## src/rtl/spi_reg_pkg.sv

```systemverilog
// Shared encodings for the SPI register-bank command layer.
package spi_reg_pkg;

    localparam int CMD_RW_BIT   = 7;
    localparam int CMD_ADDR_MSB = 6;
    localparam int ADDR_W       = 7;

    typedef enum logic [2:0] {
        ST_IDLE,
        ST_CMD,
        ST_WRITE,
        ST_READ,
        ST_IGNORE
    } state_e;

endpackage

```

## src/rtl/sync_2ff.sv

```systemverilog
// Two-flop synchroniser; resets to 1 so an idle chip select reads as deasserted.
module sync_2ff (
    input  logic Clock,
    input  logic Reset,
    input  logic d_i,
    output logic q_o
);

    logic meta_q, sync_q;

    always_ff @(posedge Clock or negedge Reset) begin
        if (!Reset) begin
            meta_q <= 1'b1;
            sync_q <= 1'b1;
        end else begin
            meta_q <= d_i;
            sync_q <= meta_q;
        end
    end

    assign q_o = sync_q;

endmodule

```

## src/rtl/spi_reg_bank.sv

```systemverilog
// Command layer behind the SPI byte engine: auto-incrementing register
// writes/reads framed by chip select, plus a fabric-side write port.
module spi_reg_bank
    import spi_reg_pkg::*;
#(
    parameter int          REG_COUNT = 16,
    parameter logic [7:0]  ID_BYTE   = 8'hA5,
    parameter logic [7:0]  OOR_BYTE  = 8'hFF
) (
    input  logic                   Clock,
    input  logic                   Reset,
    input  logic                   CS_i,
    input  logic                   Done_i,
    input  logic [7:0]             DataReceived_i,
    output logic [7:0]             DataToSend_o,
    input  logic                   LocalWrite_i,
    input  logic [ADDR_W-1:0]      LocalAddr_i,
    input  logic [7:0]             LocalData_i,
    output logic [8*REG_COUNT-1:0] Regs_o,
    output logic                   WriteStrobe_o,
    output logic [ADDR_W-1:0]      WriteAddr_o,
    output logic                   Error_o
);

    localparam logic [ADDR_W:0]   REG_LIMIT = (ADDR_W+1)'(REG_COUNT);
    localparam logic [ADDR_W-1:0] LAST_ADDR = ADDR_W'(REG_COUNT - 1);

    logic              cs_sync, cs_prev_q, armed_q;
    logic [1:0]        sync_age_q;
    logic              frame_start, frame_end;

    state_e            state_q;
    logic [ADDR_W-1:0] addr_q, waddr_q;
    logic [7:0]        miso_q;
    logic              wstrb_q, err_q;

    logic [ADDR_W-1:0] cmd_addr, addr_inc_d, rd_addr;
    logic              cmd_oor, spi_wr;
    logic [REG_COUNT-1:0][7:0] regs;
    logic [REG_COUNT:0][7:0]   rd_chain;
    logic [7:0]        rd_data;

    sync_2ff u_cs_sync (
        .Clock (Clock),
        .Reset (Reset),
        .d_i   (CS_i),
        .q_o   (cs_sync)
    );

    // A frame start is only honoured once CS has been seen high after reset,
    // so a reset in the middle of a frame does not restart that frame.
    always_ff @(posedge Clock or negedge Reset) begin
        if (!Reset) begin
            cs_prev_q  <= 1'b1;
            sync_age_q <= 2'd0;
            armed_q    <= 1'b0;
        end else begin
            cs_prev_q <= cs_sync;
            if (sync_age_q != 2'd2)
                sync_age_q <= sync_age_q + 2'd1;
            if (sync_age_q == 2'd2 && cs_sync)
                armed_q <= 1'b1;
        end
    end

    assign frame_start = armed_q & cs_prev_q & ~cs_sync;
    assign frame_end   = ~cs_prev_q & cs_sync;

    assign cmd_addr   = DataReceived_i[CMD_ADDR_MSB:0];
    assign cmd_oor    = {1'b0, cmd_addr} >= REG_LIMIT;
    assign addr_inc_d = (addr_q == LAST_ADDR) ? '0 : addr_q + ADDR_W'(1);
    assign rd_addr    = (state_q == ST_CMD) ? cmd_addr : addr_inc_d;
    assign spi_wr     = (state_q == ST_WRITE) && Done_i;

    always_ff @(posedge Clock or negedge Reset) begin
        if (!Reset) begin
            state_q <= ST_IDLE;
            addr_q  <= '0;
            miso_q  <= ID_BYTE;
            wstrb_q <= 1'b0;
            waddr_q <= '0;
            err_q   <= 1'b0;
        end else begin
            wstrb_q <= 1'b0;
            err_q   <= 1'b0;
            case (state_q)
                ST_IDLE: begin
                    if (frame_start) begin
                        state_q <= ST_CMD;
                        miso_q  <= ID_BYTE;
                    end
                end
                ST_CMD: begin
                    if (Done_i) begin
                        addr_q <= cmd_addr;
                        if (cmd_oor) begin
                            state_q <= ST_IGNORE;
                            err_q   <= 1'b1;
                            miso_q  <= OOR_BYTE;
                        end else if (DataReceived_i[CMD_RW_BIT]) begin
                            state_q <= ST_READ;
                            miso_q  <= rd_data;
                        end else begin
                            state_q <= ST_WRITE;
                        end
                    end
                end
                ST_WRITE: begin
                    if (Done_i) begin
                        wstrb_q <= 1'b1;
                        waddr_q <= addr_q;
                        addr_q  <= addr_inc_d;
                    end
                end
                ST_READ: begin
                    if (Done_i) begin
                        addr_q <= addr_inc_d;
                        miso_q <= rd_data;
                    end
                end
                ST_IGNORE: miso_q <= OOR_BYTE;
                default:   state_q <= ST_IDLE;
            endcase
            // Byte in the closing cycle is handled above; the frame end overrides state.
            if (frame_end) begin
                state_q <= ST_IDLE;
                miso_q  <= ID_BYTE;
            end
        end
    end

    assign rd_chain[0] = '0;

    for (genvar g = 0; g < REG_COUNT; g++) begin : g_reg
        localparam logic [ADDR_W-1:0] A = ADDR_W'(g);
        logic [7:0] reg_q;

        // SPI write has priority over a fabric write to the same register.
        always_ff @(posedge Clock or negedge Reset) begin
            if (!Reset)
                reg_q <= '0;
            else if (spi_wr && addr_q == A)
                reg_q <= DataReceived_i;
            else if (LocalWrite_i && LocalAddr_i == A)
                reg_q <= LocalData_i;
        end

        assign regs[g]       = reg_q;
        assign rd_chain[g+1] = rd_chain[g] | ((rd_addr == A) ? reg_q : 8'h00);
    end

    assign rd_data       = rd_chain[REG_COUNT];
    assign Regs_o        = regs;
    assign DataToSend_o  = miso_q;
    assign WriteStrobe_o = wstrb_q;
    assign WriteAddr_o   = waddr_q;
    assign Error_o       = err_q;

endmodule

```

## config.mk

```make
export PLATFORM = sky130hd
export DESIGN_NAME = spi_reg_bank
export DESIGN_NICKNAME = d
export VERILOG_FILES = /design/src/rtl/spi_reg_pkg.sv /design/src/rtl/sync_2ff.sv /design/src/rtl/spi_reg_bank.sv
export SDC_FILE = /design/constraint.sdc
export NUM_CORES = 1
export LEC_CHECK = 0
export BUFFER_PORTS_ARGS = -buffer_cell sky130_fd_sc_hd__buf_2
export CORE_MARGIN = 2
export CORE_UTILIZATION = 50
export CTS_BUF_LIST = sky130_fd_sc_hd__clkbuf_16
export CTS_CLUSTER_DIAMETER = 200
export DETAILED_ROUTE_END_ITERATION = 8
export GPL_TIMING_DRIVEN = 0
export PLACE_DENSITY = 0.77
export SYNTH_ARGS = -nofsm -noshare
export SYNTH_HDL_FRONTEND = slang
export SYNTH_SLANG_ARGS = --single-unit
```

## constraint.sdc

```tcl
create_clock -name Clock -period 5.5 [get_ports Clock]
set_input_delay 0.55 -clock Clock [delete_from_list [all_inputs] [get_ports Clock]]
set_output_delay 0.55 -clock Clock [all_outputs]
set_load 0.01 [all_outputs]
```

==> out/metrics.yaml <==
route:
  post_drt_via_cell_ratio: 6.48
  first_pass_iters: 6
  wl_mm: 36.3
  drt-initial-drc-count: 1014
  via_count: 8839
  ant_nets: 0
  drc_errors: 0
  wl_per_cell_microns: 26.7
timing:
  slew_violations: 0
  finalHoldViolCount: 0
  max_freq_ghz: 0.248
  setup_viol: 0
  period_needed_ps: 4030
  slew_headroom_pct: 10.7
  fin_setup_tns_ps: 0
  period_share_pct: 73.3
  layout_setup_ws_ps: 1470
  skew_ps: 5.73
  tightestPinTransition_ps: 1330
  rsz0062_at_grt: "no"
floorplan:
  die_h_microns: 136
  pin_count: 173
  die_area_sq_um: 18600
  fp.dieW_microns: 136
  core-area_sq_um: 17200
  start_util_pct: 50.9
  rows: 48
yosys:
  syn_inst: 940
  synth_edf_count: 0
  ys.flop_type: "dfrtp_1"
  synth_async_sr_flop_share_pct: 100
  ys_warn_count: 0
  synth.cell_area_sq_um: 8770
  yosysUniqueCellTypes: 58
  syn_avg_cell_area_sq_um: 9.33
  synth-seq-cells: 161
  syn_nets: 973
  synth_seq_area_share_pct: 46.0
clock_network:
  cts_buffers: 17
  path_clk_slew_ps: 70
  cts_resized: 0
  clk_latency_ps: 430
  cts-root-buf: "clkbuf_16"
  cts_hold_buf: 0
  cts_sinks: 161
  htreeDepth: 4
  cts_tree: "done"
  cts.path.max_buffers: 2
  cts_setup_buffers: 0
placement:
  port_buffers: 165
  dp.final_hpwl_mm: 26.8
  dp_cells: 1331
  place_ws_ps: 1690
  routabilityCongestion: 1.01
final_layout:
  syn_to_final_growth_pct: 19.5
  layout-drive-gt1-share_pct: 20.2
  instances_no_fill: 1363
  antenna_cells: 0
  final_util_pct: 60.8
  final_nets: 1158
status:
  outcome: "finished clean"
critical_path:
  slowest_delay_ps: 780
  path_cells: "ha_1 > and3_1 > clkbuf_1 > nand2_1 > a32o_1 > clkbuf_1 > a222oi_1 > o22ai_1 > nor4_1 > o21ai_1"
  path_common_cell: "clkbuf_1"
  endpoint_kind: "flip-flop"
  crit_fanout: 10
  startpoint_type: "flip-flop"
  worstPathRequired_ps: 5790
  cp.arrival_ps: 4320
  cp_slowest_cell: "a222oi_1"
  critical_path_class: "flip-flop to flip-flop"
pwr:
  ir_drop_mv: 0.229
  power_leakage_nw: 5.51
  power_w: 0.00418
  powerDensity_nw_per_um2: 399
global_route:
  first_global_vias: 7924
  grt_first_pass_wirelength_mm: 51.6
  antenna_found_initial: 0
  grt.total_usage_pct: 39.2
  grt_max_degree: 82
  grt_overflow_total: 0
run:
  cap_violations: 0
min_path:
  hp-class: "primary input to async pin"
-- metrics by stage --
stage,area (sq um),hold WS [ps]
4_1_cts,10500,127
6_report,10500,90.6
3_5_place_dp,9920,350
2_1_floorplan,8770,254
3_3_place_gp,9880,350
5_1_grt,10500,157
-- layout make-up --
| cell class | instances | area, sq um |
|---|---|---|
| fill | 1516 | 6760 |
| buffer | 78 | 304 |
| clock buffer | 17 | 425 |
| tap | 225 | 282 |
| clock inverter | 15 | 126 |
| multi-input combinational | 696 | 4420 |
| inverter | 5 | 18.8 |
| timing repair buffer | 166 | 863 |
| sequential | 161 | 4040 |
-- critical path, delay by kind of cell, from the launching register on --
kind | cells | cell delay, ps
buf+inv | 2 | 640
simple gates | 3 | 920
compound gates | 4 | 1480
fa+ha+maj | 1 | 370
flops | 1 | 470
-- synth_stat cells (5+ instances only) --
cell type,instances,area share (%)
nand3_1,37,2.1
nor3_1,6,0.34
inv_1,5,0.21
ha_1,5,0.71
and3_1,10,0.71
nor2b_1,7,0.50
buf_2,9,0.51
dfstp_2,7,2.1
nor3b_1,5,0.43
nor2_1,140,6.0
clkbuf_1,64,2.7
dfrtp_1,154,44
mux2i_1,130,15
nand2_1,54,2.3
o31ai_1,8,0.68
nand2b_1,5,0.36
o22ai_1,7,0.50
a32o_1,5,0.57
a21oi_1,136,7.8
buf_1,5,0.21
o21ai_0,21,1.2
a222oi_1,7,0.80
a31oi_1,7,0.50
mux2_2,8,1.0
a22oi_1,25,2.1
a22o_1,10,1.0
-- worst paths after layout --
path	from	end	slack, ps	cells past startpoint
hold / removal	Reset	WriteAddr_o[2]$_DFFE_PN0P_	90	1
setup reg to reg	addr_q[0]$_DFFE_PN0P_	DataToSend_o[1]$_DFFE_PN0P_	1470	10
min in group Clock	CS_i	u_cs_sync.meta_q$_DFF_PN1_	210	1
max in group asynchronous	Reset	DataToSend_o[2]$_DFFE_PN1P_	4550	2
hold reg to reg	u_cs_sync.meta_q$_DFF_PN1_	u_cs_sync.q_o$_DFF_PN1_	360	0
setup / recovery	addr_q[0]$_DFFE_PN0P_	DataToSend_o[1]$_DFFE_PN0P_	1470	10
-- registers in the layout (all words and copies together), names as in the netlist --
name	flops
u_cs_sync.meta_q	1
Error_o	1
armed_q	1
g.reg_q	128
sync_age_q	2
WriteAddr_o	7
addr_q	7
DataToSend_o	8
cs_prev_q	1
WriteStrobe_o	1
state_q	3
u_cs_sync.q_o	1
-- routing by layer --
layer	track usage [%]	wire, microns
met4	17.2	1610
met1	55.4	14400
met3	9.51	4500
met5	0	0
met2	57.1	15800
-- power breakdown --
part | switching, W | total, W | internal (W)
combinational | 0.00103 | 0.00150 | 0.000469
clock | 0.000545 | 0.00114 | 0.000592
sequential | 0.000188 | 0.00155 | 0.00136
total | 0.00176 | 0.00418 | 0.00242
-- placed cells by master (no fill, tap or decap), types with 8 or more instances in the layout --
cell       instances
nand2_1           54
and3_1            10
mux2i_1          130
buf_2            173
mux2_2             8
nor2_1           140
dfrtp_1          154
nand3_1           37
o21ai_0           21
a21oi_1          136
clkbuf_16         17
a22oi_1           25
clkbuf_1          64
a22o_1            10
-- cells by family (layout without fill, tap and decap cells) --
logic type | after synthesis | in the layout | share of synthesized area (%)
AOI/OAI and AO/OA | 261 | 261 | 18.6
xor gates and xnor gates | 4 | 4 | 0.399
adders and majority gates | 5 | 5 | 0.713
buffers and inverters | 83 | 281 | 3.68
DFF | 161 | 161 | 46.0
muxes | 138 | 138 | 15.9
and+or+nand+nor | 288 | 288 | 14.7
Note: power is estimated with default switching activity, not from simulation.
